`src/rtl/sha256_msg_padder.sv`:
```
// Byte-stream front end for sha256_core: applies SHA-256 padding, packs 512-bit blocks and drives init/next.
// Optional zero-length message support via `define SHA256_PADDER_ZEROLEN_EN (adds in_empty).
module sha256_msg_padder #(
  parameter int   LEN_W = 64,
  parameter logic MODE  = 1'b1
) (
  input  logic         clk,
  input  logic         reset,
  input  logic [7:0]   in_data,
  input  logic         in_valid,
  input  logic         in_last,
`ifdef SHA256_PADDER_ZEROLEN_EN
  input  logic         in_empty,
`endif
  output logic         in_ready,
  output logic         core_init,
  output logic         core_next,
  output logic         core_mode,
  output logic [511:0] core_block,
  input  logic         core_ready,
  output logic         busy,
  output logic         msg_done
);
  localparam int CNT_W = LEN_W - 3;

  typedef enum logic [2:0] {
    S_IDLE, S_FILL, S_PAD, S_PADLEN, S_ISSUE, S_HOLD, S_WAIT
  } state_t;

  state_t             state_q, state_d;
  state_t             after_q, after_d;
  logic [511:0]       block_q, block_d;
  logic [5:0]         idx_q, idx_d;
  logic [CNT_W-1:0]   cnt_q, cnt_d;
  logic               first_q, first_d;
  logic               done_q, done_d;
  logic               xfer;
  logic               len_fits;
  logic [63:0]        len_bits;
  logic [511:0]       fill_blk, pad_blk, len_blk;

  assign len_bits   = 64'({cnt_q, 3'b000});
  assign len_fits   = (idx_q <= 6'd55);
  assign in_ready   = !reset && (state_q == S_IDLE || state_q == S_FILL);
  assign xfer       = in_valid && in_ready;
  assign core_mode  = MODE;
  assign core_block = block_q;
  assign busy       = (state_q != S_IDLE);
  assign msg_done   = done_q;

  // Per-byte candidates: incoming byte write, padding mask, and length-only block.
  for (genvar gi = 0; gi < 64; gi++) begin : g_byte
    localparam logic [5:0] BI = 6'(gi);
    logic [7:0] cur;
    logic [7:0] len_byte;
    assign cur = block_q[511-8*gi -: 8];
    if (gi >= 56) begin : g_len
      assign len_byte = len_bits[8*(63-gi) +: 8];
    end else begin : g_nolen
      assign len_byte = 8'h00;
    end
    assign fill_blk[511-8*gi -: 8] = (idx_q == BI) ? in_data : cur;
    assign pad_blk[511-8*gi -: 8]  = (BI < idx_q)  ? cur :
                                     (BI == idx_q) ? 8'h80 :
                                     (len_fits ? len_byte : 8'h00);
    assign len_blk[511-8*gi -: 8]  = len_byte;
  end

  always_comb begin
    state_d   = state_q;
    after_d   = after_q;
    block_d   = block_q;
    idx_d     = idx_q;
    cnt_d     = cnt_q;
    first_d   = first_q;
    done_d    = 1'b0;
    core_init = 1'b0;
    core_next = 1'b0;
    case (state_q)
      S_IDLE, S_FILL: begin
        if (xfer) begin
          block_d = fill_blk;
          idx_d   = idx_q + 6'd1;
          cnt_d   = cnt_q + CNT_W'(1);
          if (state_q == S_IDLE) first_d = 1'b1;
          if (in_last) begin
            // A last byte that fills the block still needs a separate padding block.
            if (idx_q == 6'd63) begin
              state_d = S_ISSUE;
              after_d = S_PAD;
            end else begin
              state_d = S_PAD;
            end
          end else if (idx_q == 6'd63) begin
            state_d = S_ISSUE;
            after_d = S_FILL;
          end else begin
            state_d = S_FILL;
          end
        end
`ifdef SHA256_PADDER_ZEROLEN_EN
        else if (state_q == S_IDLE && in_empty) begin
          first_d = 1'b1;
          state_d = S_PAD;
        end
`endif
      end
      S_PAD: begin
        block_d = pad_blk;
        idx_d   = 6'd0;
        after_d = len_fits ? S_IDLE : S_PADLEN;
        state_d = S_ISSUE;
      end
      S_PADLEN: begin
        block_d = len_blk;
        after_d = S_IDLE;
        state_d = S_ISSUE;
      end
      S_ISSUE: begin
        if (core_ready) begin
          core_init = first_q;
          core_next = !first_q;
          first_d   = 1'b0;
          state_d   = S_HOLD;
        end
      end
      S_HOLD: state_d = S_WAIT;
      S_WAIT: begin
        if (core_ready) begin
          if (after_q == S_IDLE) begin
            done_d  = 1'b1;
            cnt_d   = '0;
            idx_d   = 6'd0;
            state_d = S_IDLE;
          end else begin
            state_d = after_q;
          end
        end
      end
      default: state_d = S_IDLE;
    endcase
  end

  always_ff @(posedge clk or posedge reset) begin
    if (reset) begin
      state_q <= S_IDLE;
      after_q <= S_IDLE;
      block_q <= '0;
      idx_q   <= '0;
      cnt_q   <= '0;
      first_q <= 1'b0;
      done_q  <= 1'b0;
    end else begin
      state_q <= state_d;
      after_q <= after_d;
      block_q <= block_d;
      idx_q   <= idx_d;
      cnt_q   <= cnt_d;
      first_q <= first_d;
      done_q  <= done_d;
    end
  end
endmodule
```
`config.mk`:
```
export PLATFORM = sky130hd
export DESIGN_NAME = sha256_msg_padder
export DESIGN_NICKNAME = d
export VERILOG_FILES = /design/src/rtl/sha256_msg_padder.sv
export SDC_FILE = /design/constraint.sdc
export NUM_CORES = 1
export LEC_CHECK = 0
export ABC_CLOCK_PERIOD_IN_PS = 27600
export BUFFER_PORTS_ARGS = -buffer_cell sky130_fd_sc_hd__buf_2
export CAP_MARGIN = 20
export CORE_ASPECT_RATIO = 0.7
export CORE_UTILIZATION = 25
export CTS_CLUSTER_SIZE = 25
export DETAILED_ROUTE_END_ITERATION = 16
export GPL_ROUTABILITY_DRIVEN = 0
export PLACE_DENSITY = 0.48
export SYNTH_ARGS = -nofsm -noshare
export SYNTH_HDL_FRONTEND = slang
export SYNTH_SLANG_ARGS = --single-unit
```
`constraint.sdc`:
```
create_clock -name clk -period 27.6 [get_ports clk]
set_clock_uncertainty 0.1 [all_clocks]
set_input_delay 5.52 -clock clk [delete_from_list [all_inputs] [get_ports clk]]
set_output_delay 5.52 -clock clk [all_outputs]
set_load 0.005 [all_outputs]
```
* Word level (Yosys, flattened, before mapping) *
Cells that the tools add are included.

word-level totals
  register bits after elaboration = 587
  input bits = 13
  output and inout bits = 518
  word-level logic and storage cells = 721

cells by class
  add/sub/neg operators = 2
  magnitude comparators = 65
  equal/unequal tests = 265
  mux-type cells = 235
  reduce and logical (&&, ||, !) cells = 84

operators with widths
  kind                   count
  $mux 8                 200
  $pmux 512 s3           1
  $mux 512               1
  $reduce_and 4->1       67
  $ne 2x2->1 const B     133
  $eq 6x6->1 const A     32
  $eq 6x6->1 const B     32
  $lt 6x6->1 const A     32
  $mux 61                3
  $pmux 61 s2            1
  $eq 5x6->1 const A     16
  $eq 6x5->1 const B     16
  $lt 5x6->1 const A     16
  $add 61x1->61 const B  1
  $eq 4x6->1 const A     8
  $eq 6x4->1 const B     8
  $lt 4x6->1 const A     8
  $mux 3                 11
  $eq 3x6->1 const A     4
  $eq 6x3->1 const B     4
  $lt 3x6->1 const A     4
  $mux 6                 3
  $pmux 6 s3             1
  $pmux 3 s5             1
  other kinds (24)       48

* Logic depth before layout (Yosys ltp) *
Gate-level depths: netlist (run 1).

  depth in word-level cells = 6
  mapped depth = 10

* Worst setup path before layout (run 1) *
No wires, ideal clock.

  path kind = input-to-output
  from = input core_ready
  to = output core_init
  data arrival time = 5.705 ns
  data required time = 21.980 ns
  slack = 16.275 ns
  stages on the path = 2
  path buffers = 0
  cells stage by stage = nand3_1 > nor2_1

on the way
  word-level cells in the longest chain between the ends = 2

RTL lines
  item                RTL line  text
  start: declaration  20        input logic core_ready,
  $mux 1              120       if (core_ready) begin
  $mux 1              79        case (state_q)
  end: declaration    16        output logic core_init,

No other way between the ends.

* Final worst setup path (run 1) *
  from = input reset
  to = output in_ready

on the way
  word-level cells in the longest chain between the ends = 2

RTL lines
  item                       RTL line  text
  start: declaration         8         input logic reset,
  $logic_not 1->1 (no line)  --
  $logic_and 1x1->1          44        assign in_ready = !reset && (state_q == S_IDLE || state_q == S_FILL);
  end: declaration           15        output logic in_ready,

No other way between the ends.

==> reports/qor.yml, run 1 <==
relSlewSlack: 0.253
synth_edf_count: 0
final_common_cell: "dfrtp_1"
grt-ovfl-total: 0
final_cell_mix: "dfrtp_1 (586), buf_2 (529), mux2_2 (385)"
cts_sinks: 586
coreArea_um2: 100000
crit_path_frequent_cell: "buf_2"
cp_slowest_cell: "nor2_1"
pin_count: 531
die_area_um2: 102000
fin_nets: 2630
slowest_delay_ps: 340
dp_cells: 3879
syn-num-nets: 2131
seq_area_frac_synth: 0.581
power_mw: 3.78
worstMarginPinSlew_ps: 1120
async_flop_share: 1.00
setup.worst_path.end_class: "output port"
synth_top_family_by_area: "multiplexers"
p_per_area_nw_per_um2: 120
min_path_cells: 2
die_h_um: 268
dp_slack_ps: 15770
clk_pin_slew_worst_paths_ps: 50
drtPass1Iterations: 5
grt_pass1_vias: 18700
cts_made_buffers: 67
worstSetupStartpoint: "reset"
wirelength_mm: 93.9
area_delta_synth_final_pct: 24.6
synth_top_area_cell: "dfrtp_1"
finalSetupTns_ps: 0
synth-simple-area-share: 0.0959
yosys_warnings: 0
tritoncts: "built"
netlist_area_um2: 25200
max_cap_viol_count: 0
p_leak_nw: 14.2
rsz0062_at_grt: "false"
antenna_found_initial: 5
min_from: "core_block[257]"
synth_adder_area_share: 0.00198
yosys.area.top_type_share: 0.581
r2r_end: "core_block[180]"
post_cts_buffers: 0
critPathBufInv: 2
synth_area_leaders: "dfrtp_1 (58%), mux2_2 (17%), o21ai_0 (3.3%)"
cp_max_fo: 6
min_path_type: "register to register"
synth_ff_type: "dfrtp_1"
cts_max_path_buffers: 3
hold_buffers: 0
drt_iter0_drc: 1334
instances_no_fill: 3998
cts_resized: 0
port_buffers: 529
die_w_um: 382
crit_type: "primary input to output port"
status: "complete, no violations"
synthDistinctLibCells: 81
critPathLaunchType: "primary input"
fillCellCount: 10500
crit_required_ps: 21980
r2r_start: "state_q[1]"
path_cells: "buf_2 > nor2_1 > buf_2"
grtUsageTotal: 0.180
peakVddDrop_mv: 0.0531
syn_inst: 2114
via_per_inst: 4.72
htree_levels: 3
fin_ws_ps: 15750
vias: 18900
start_util: 0.252
arrival_ps: 6230
rows: 97
clk_latency_ps: 640
hold_path_end: "core_block[257]"
hpwl_mm: 63.6
wl_per_cell_um: 23.5
yosys.area_share.xor_xnor: 0.00798
grt_max_degree: 158
cts_root_buffer: "clkbuf_16"
synth_compound_area_frac: 0.103
r2r_slack_ps: 23460
ys_seq_elements: 586
period_needed_ps: 11850
fmax_mhz: 84.4
fin_crit_sh: 0.429
hold_violations: 0
drive_gt1_frac: 0.423
maxSlewViolCount: 0
grt_pass1_wl_mm: 136
setup_viol: 0
drc: 0
crit_family: "buffers and inverters"
r2r_cells: 5
ant_nets: 0
muxShareOfSynthArea: 0.181
syn_area_per_cell_um2: 11.9
## cell usage after synthesis, types with 10 or more instances
cell type / number
and3_1: 10
dfrtp_1: 586
o31ai_1: 20
xnor2_1: 11
xor2_1: 12
nor3_1: 13
inv_1: 38
and2_1: 19
clkbuf_1: 84
a21oi_1: 162
mux2_2: 385
nor2_1: 118
a31oi_1: 19
nand3_1: 36
buf_2: 39
nand4_1: 28
mux2i_1: 22
o21ai_0: 164
or3_1: 19
nand2_1: 147
or4_1: 20
## metal layers
layer  up-vias  part of all wire  GRT usage
li1       8540                 -          -
met1      9639              0.46      0.252
met2       581              0.44      0.270
met3       118             0.069     0.0521
met4         0             0.022     0.0439
met5         -                 0          0
## how the worst max path moves through the flow
stage               cells after the start    endpoint
detailed placement                      3    in_ready
finish                                  3    in_ready
CTS                                     3    in_ready
global route                            3    in_ready
global placement                        3    in_ready
floorplan                               1  after_q[0]
## report_power, final
| part | total (mW) | switching (mW) | internal [mW] |
|---|---|---|---|
| combinational | 1.43 | 0.767 | 0.665 |
| clock | 0.896 | 0.383 | 0.513 |
| sequential | 1.45 | 0.207 | 1.25 |
| total | 3.78 | 1.36 | 2.42 |
## state kept, by name (all words and copies together) (netlist names)
| signal | flops |
|---|---|
| first_q | 1 |
| core_block | 512 |
| idx_q | 6 |
| state_q | 3 |
| msg_done | 1 |
| cnt_q | 61 |
| after_q | 2 |
## logic make-up after synthesis
group / Yosys count
XOR/XNOR: 23
buffers and inverters: 176
AO/OA/AOI/OAI: 441
adder cells (fa/ha/maj): 4
other: 1
flip-flops: 586
multiplexers: 407
AND/OR/NAND/NOR: 476
## area by class of cell
type	instances	area (um^2)	share of cell area
multi-input cells	1352	9870	0.314
clock inverters	25	245	0.00780
diodes	1	2.50	0.0000796
repair buffers	567	2950	0.0936
well taps	1336	1670	0.0531
flip-flops and latches	586	14700	0.466
clock buffers	92	1900	0.0605
inverters	39	154	0.00489
## stage by stage
stage | cell area, um^2 | hold slack, ps | utilization
after floorplan | 25200 | 373 | -
after global placement | 29300 | 356 | 0.293
after detailed placement | 29300 | 365 | 0.293
after CTS | 31400 | 379 | 0.314
after global routing | 31400 | 391 | 0.314
final | 31500 | 370 | 0.314
## tightest hold or removal path: stages (launching register included)
cell	delay, ps
dfrtp_1	330
nand2_1	40
o21ai_0	60
(Power assumes the default switching activity.)
==> run 2, diff against run 1 <==
- ABC_CLOCK_PERIOD_IN_PS: 27600 -> 11570
- clock period: 27.6 -> 11.57 ns (I/O delays scaled with it)
==> run 2 against run 1 <==
First-iteration DRC count increased by 6.7%. Die area unchanged. Hold slack improved by 3.7 ps. Sequential power increased by 140%. Register-to-register slack got worse by 16000 ps. Combinational power increased by 140%. Critical path type unchanged.
==> reports/qor.yml, run 2 (synthesized netlist as in run 1, its figures left out) <==
status: "complete, no violations"
period_needed_ps: 5340
cts_root_buffer: "clkbuf_16"
maxSlewViolCount: 0
crit_required_ps: 9160
largest_reg_flops: 512
hpwl_mm: 63.7
port_buffers: 529
routed.top_layer: "met4"
fmax_mhz: 187
met3_wirelength_mm: 6.76
rsz0062_at_grt: "false"
max_cap_viol_count: 0
grt_max_degree: 176
instances_no_fill: 3994
post_cts_buffers: 0
grtUsageTotal: 0.180
clk_latency_ps: 650
htree_levels: 2
p_per_area_nw_per_um2: 287
cts_resized: 0
cts_made_buffers: 61
rows: 97
via_per_inst: 4.73
r2r_slack_ps: 7920
worstMarginPinSlew_ps: 1160
cp_slowest_cell: "nand3_1"
setup_viol: 0
vias: 18900
antenna_found_initial: 4
slowest_delay_ps: 190
final_common_cell: "dfrtp_1"
crit_family: "simple AND/OR/NAND/NOR gates"
area_delta_synth_final_pct: 24.7
hold_buffers: 0
fin_nets: 2623
drc: 0
grt-ovfl-total: 0
clk_pin_slew_worst_paths_ps: 60
grt_pass1_vias: 18700
ant_nets: 0
die_area_um2: 102000
fin_crit_sh: 0.461
route.met2.wl_mm: 41.6
dp_cells: 3879
peakVddDrop_mv: 0.120
cts_sinks: 586
crit_path_frequent_cell: "buf_2"
critPathBufInv: 2
diodes: 0
cts_max_path_buffers: 3
hold_violations: 0
path_cells: "buf_2 > nand3_1 > nor2_1 > buf_2"
drive_gt1_frac: 0.422
start_util: 0.252
finalSetupTns_ps: 0
wirelength_mm: 94.2
relSlewSlack: 0.225
setup.worst_path.end_class: "output port"
critPathLaunchType: "primary input"
pin_count: 531
p_leak_nw: 14.2
min_path_type: "register to register"
coreArea_um2: 100000
drt_iter0_drc: 1424
cp_max_fo: 6
met1_length_mm: 43.9
grt_pass1_wl_mm: 137
crit_type: "primary input to output port"
die_w_um: 382
tritoncts: "built"
wl_per_cell_um: 23.6
final_cell_mix: "dfrtp_1 (586), buf_2 (529), mux2_2 (385)"
drtPass1Iterations: 6
die_h_um: 268
arrival_ps: 2920
==> run 2: changes by cell type in the layout (fill, tap and decap cells not counted), moves of 2 or more <==
| cell | change |
|---|---|
| buf_4 | -3 |
| clkinvlp_4 | +3 |
| inv_6 | -4 |
| bufinv_16 | +3 |
| clkinv_2 | -6 |
| buf_12 | +2 |
| clkbuf_8 | +9 |
| clkbuf_16 | -7 |
==> run 2: per-stage QoR <==
step	cell area, um^2	power (mW)	hold WS (ps)	worst slack, ps	utilization
floorplan	25200	5.21	373	1170	-
global placement	29300	6.96	356	6150	0.293
detailed placement	29300	7.01	365	6190	0.293
CTS	31500	9.18	379	6190	0.315
global route	31500	9.63	402	6140	0.315
finish	31500	9.03	374	6230	0.315
==> run 2: worst paths after layout <==
| kind | end | from | depth (start not counted) |
|---|---|---|---|
| max reg2reg | core_block[182] | state_q[1] | 5 |
| min in group asynchronous | core_block[3] | reset | 2 |
| min reg2reg | core_block[477] | core_block[477] | 2 |
| min | core_block[477] | core_block[477] | 2 |
| max | core_init | core_ready | 4 |
| max in group asynchronous | core_block[156] | reset | 4 |
==> run 2: cell type report <==
| class | instances | area [um^2] |
|---|---|---|
| Tap cell | 1336 | 1670 |
| Fill cell | 10400 | 68500 |
| Multi-Input combinational cell | 1352 | 9870 |
| Inverter | 39 | 150 |
| Sequential cell | 586 | 14700 |
| Timing Repair Buffer | 566 | 2960 |
| Clock inverter | 21 | 298 |
| Clock buffer | 94 | 1850 |
==> run 2: worst reg2reg max path, stage by stage, from the launching register on <==
cell,delay [ps]
dfrtp_1,780
nor3b_2,460
buf_4,400
nand2_1,410
o311ai_4,950
mux2_2,440
==> run 2: power by group <==
part           internal (mW)  switching (mW)
registers               2.97           0.483
logic                   1.59            1.86
clock network           1.24           0.891
==> run 2: metal layers <==
metal	GRT usage	up-vias
met5	0	-
met4	0.0421	0
met3	0.0472	117
met2	0.272	621
met1	0.255	9621
li1	-	8527
==> run 3, diff against run 2 <==
- ABC_CLOCK_PERIOD_IN_PS: 11570 -> 5200
- clock period: 11.57 -> 5.2 ns (I/O delays scaled with it)
==> run 3 against run 2 <==
Combinational power increased by 120%. Via count increased by 0.21%. Utilization increased by 0.30 points. Routed wire length increased by 1.6%. Global-route usage increased by 0.45 points. Design area increased by 0.96%. Non-clock buffer count increased by 8. Sequential share of layout area decreased by 0.44 points. Largest power group unchanged.
==> reports/qor.yml, run 3 (synthesized netlist as in run 1, its figures left out) <==
grt-ovfl-total: 0
drt_iter0_drc: 1358
setup.worst_path.end_class: "output port"
final_common_cell: "dfrtp_1"
fin_ws_ps: 1660
via_per_inst: 4.72
relSlewSlack: 0.256
final_cell_mix: "dfrtp_1 (586), buf_2 (529), mux2_2 (385)"
power_switching_mw: 7.29
fin_nets: 2638
antenna_found_initial: 2
sw_frac_of_total: 0.357
worstMarginPinSlew_ps: 1110
maxSlewViolCount: 0
hold_violations: 0
rows: 97
cts_sinks: 586
power_frac_clock: 0.246
htree_levels: 3
clk_pin_slew_worst_paths_ps: 60
fmax_mhz: 282
grt_max_degree: 117
arrival_ps: 2400
largest_reg_flops: 512
drtPass1Iterations: 6
dp_slack_ps: 1220
cts_max_path_buffers: 3
port_buffers: 529
period_needed_ps: 3540
grtUsageTotal: 0.184
dp_cells: 3886
area_delta_synth_final_pct: 25.9
wirelength_mm: 95.7
instances_no_fill: 4013
fin_crit_sh: 0.681
post_cts_buffers: 0
hold_buffers: 0
status: "complete, no violations"
grt_pass1_wl_mm: 139
start_util: 0.252
seqPwrFrac: 0.379
ant_nets: 0
p_per_area_nw_per_um2: 643
wl_per_cell_um: 23.9
coreArea_um2: 100000
cts_resized: 0
max_cap_viol_count: 0
rsz0062_at_grt: "false"
finalSetupTns_ps: 0
fillCellCount: 10400
internal_power_mw: 13.1
peakVddDrop_mv: 0.275
critPathLaunchType: "register"
drc: 0
die_h_um: 268
pin_count: 531
p_leak_nw: 14.3
hpwl_mm: 66.6
tritoncts: "built"
min_path_type: "register to register"
pwr-share-comb: 0.375
cts_made_buffers: 68
die_area_um2: 102000
grt_pass1_vias: 19000
setup_viol: 0
drive_gt1_frac: 0.426
crit_type: "register to output port"
clk_latency_ps: 660
cts_root_buffer: "clkbuf_16"
vias: 18900
die_w_um: 382
cp_max_fo: 20
crit_required_ps: 4060
run 3: metrics by stage:
step	total power [mW]	utilization	hold slack [ps]	instance area [um^2]
6_report	20.4	0.318	371	31800
5_1_grt	21.8	0.318	391	31800
4_1_cts	20.8	0.318	379	31800
3_5_place_dp	15.6	0.294	366	29400
3_3_place_gp	15.5	0.294	356	29400
2_1_floorplan	11.6	-	373	25200
run 3: routing by layer:
metal / vias up / share of wire / GRT usage
li1: 8565 / - / -
met1: 9669 / 0.46 / 0.255
met2: 569 / 0.45 / 0.280
met3: 121 / 0.071 / 0.0557
met4: 2 / 0.021 / 0.0461
met5: - / 0.000073 / 0
run 3: worst paths after layout:
path | startpoint | cells after the start | end | slack, ps
worst max-delay path | state_q[1] | 3 | busy | 1660
max in group asynchronous | reset | 4 | core_block[140] | 3210
min in group asynchronous | reset | 2 | state_q[0] | 560
worst min-delay path | core_block[347] | 2 | core_block[347] | 370
worst max register to register | idx_q[4] | 5 | core_block[292] | 1710
worst min register to register | core_block[347] | 2 | core_block[347] | 370
run 3: final cells by class:
class	count	area, um^2	area share
timing repair buffer	574	3070	0.0967
multi-input combinational	1352	9870	0.311
tap	1336	1670	0.0526
antenna	2	5.00	0.000158
inverter	39	150	0.00473
sequential	586	14700	0.462
clock buffer	101	2070	0.0652
clock inverter	23	264	0.00831
run 3: worst max-delay path, cell delays in order (launching register included):
cell and delay, ps:
dfrtp_1 620, nor2_2 730, nand2_1 170, buf_2 210
run 3: power groups by stage:
stage	Sequential [mW]	Clock, mW	Combinational, mW
detailed placement	7.80	0	7.83
finish	7.74	5.03	7.66
global route	8.04	5.37	8.39
global placement	7.75	0	7.78
floorplan	7.86	0	3.72
CTS	7.75	5.21	7.85
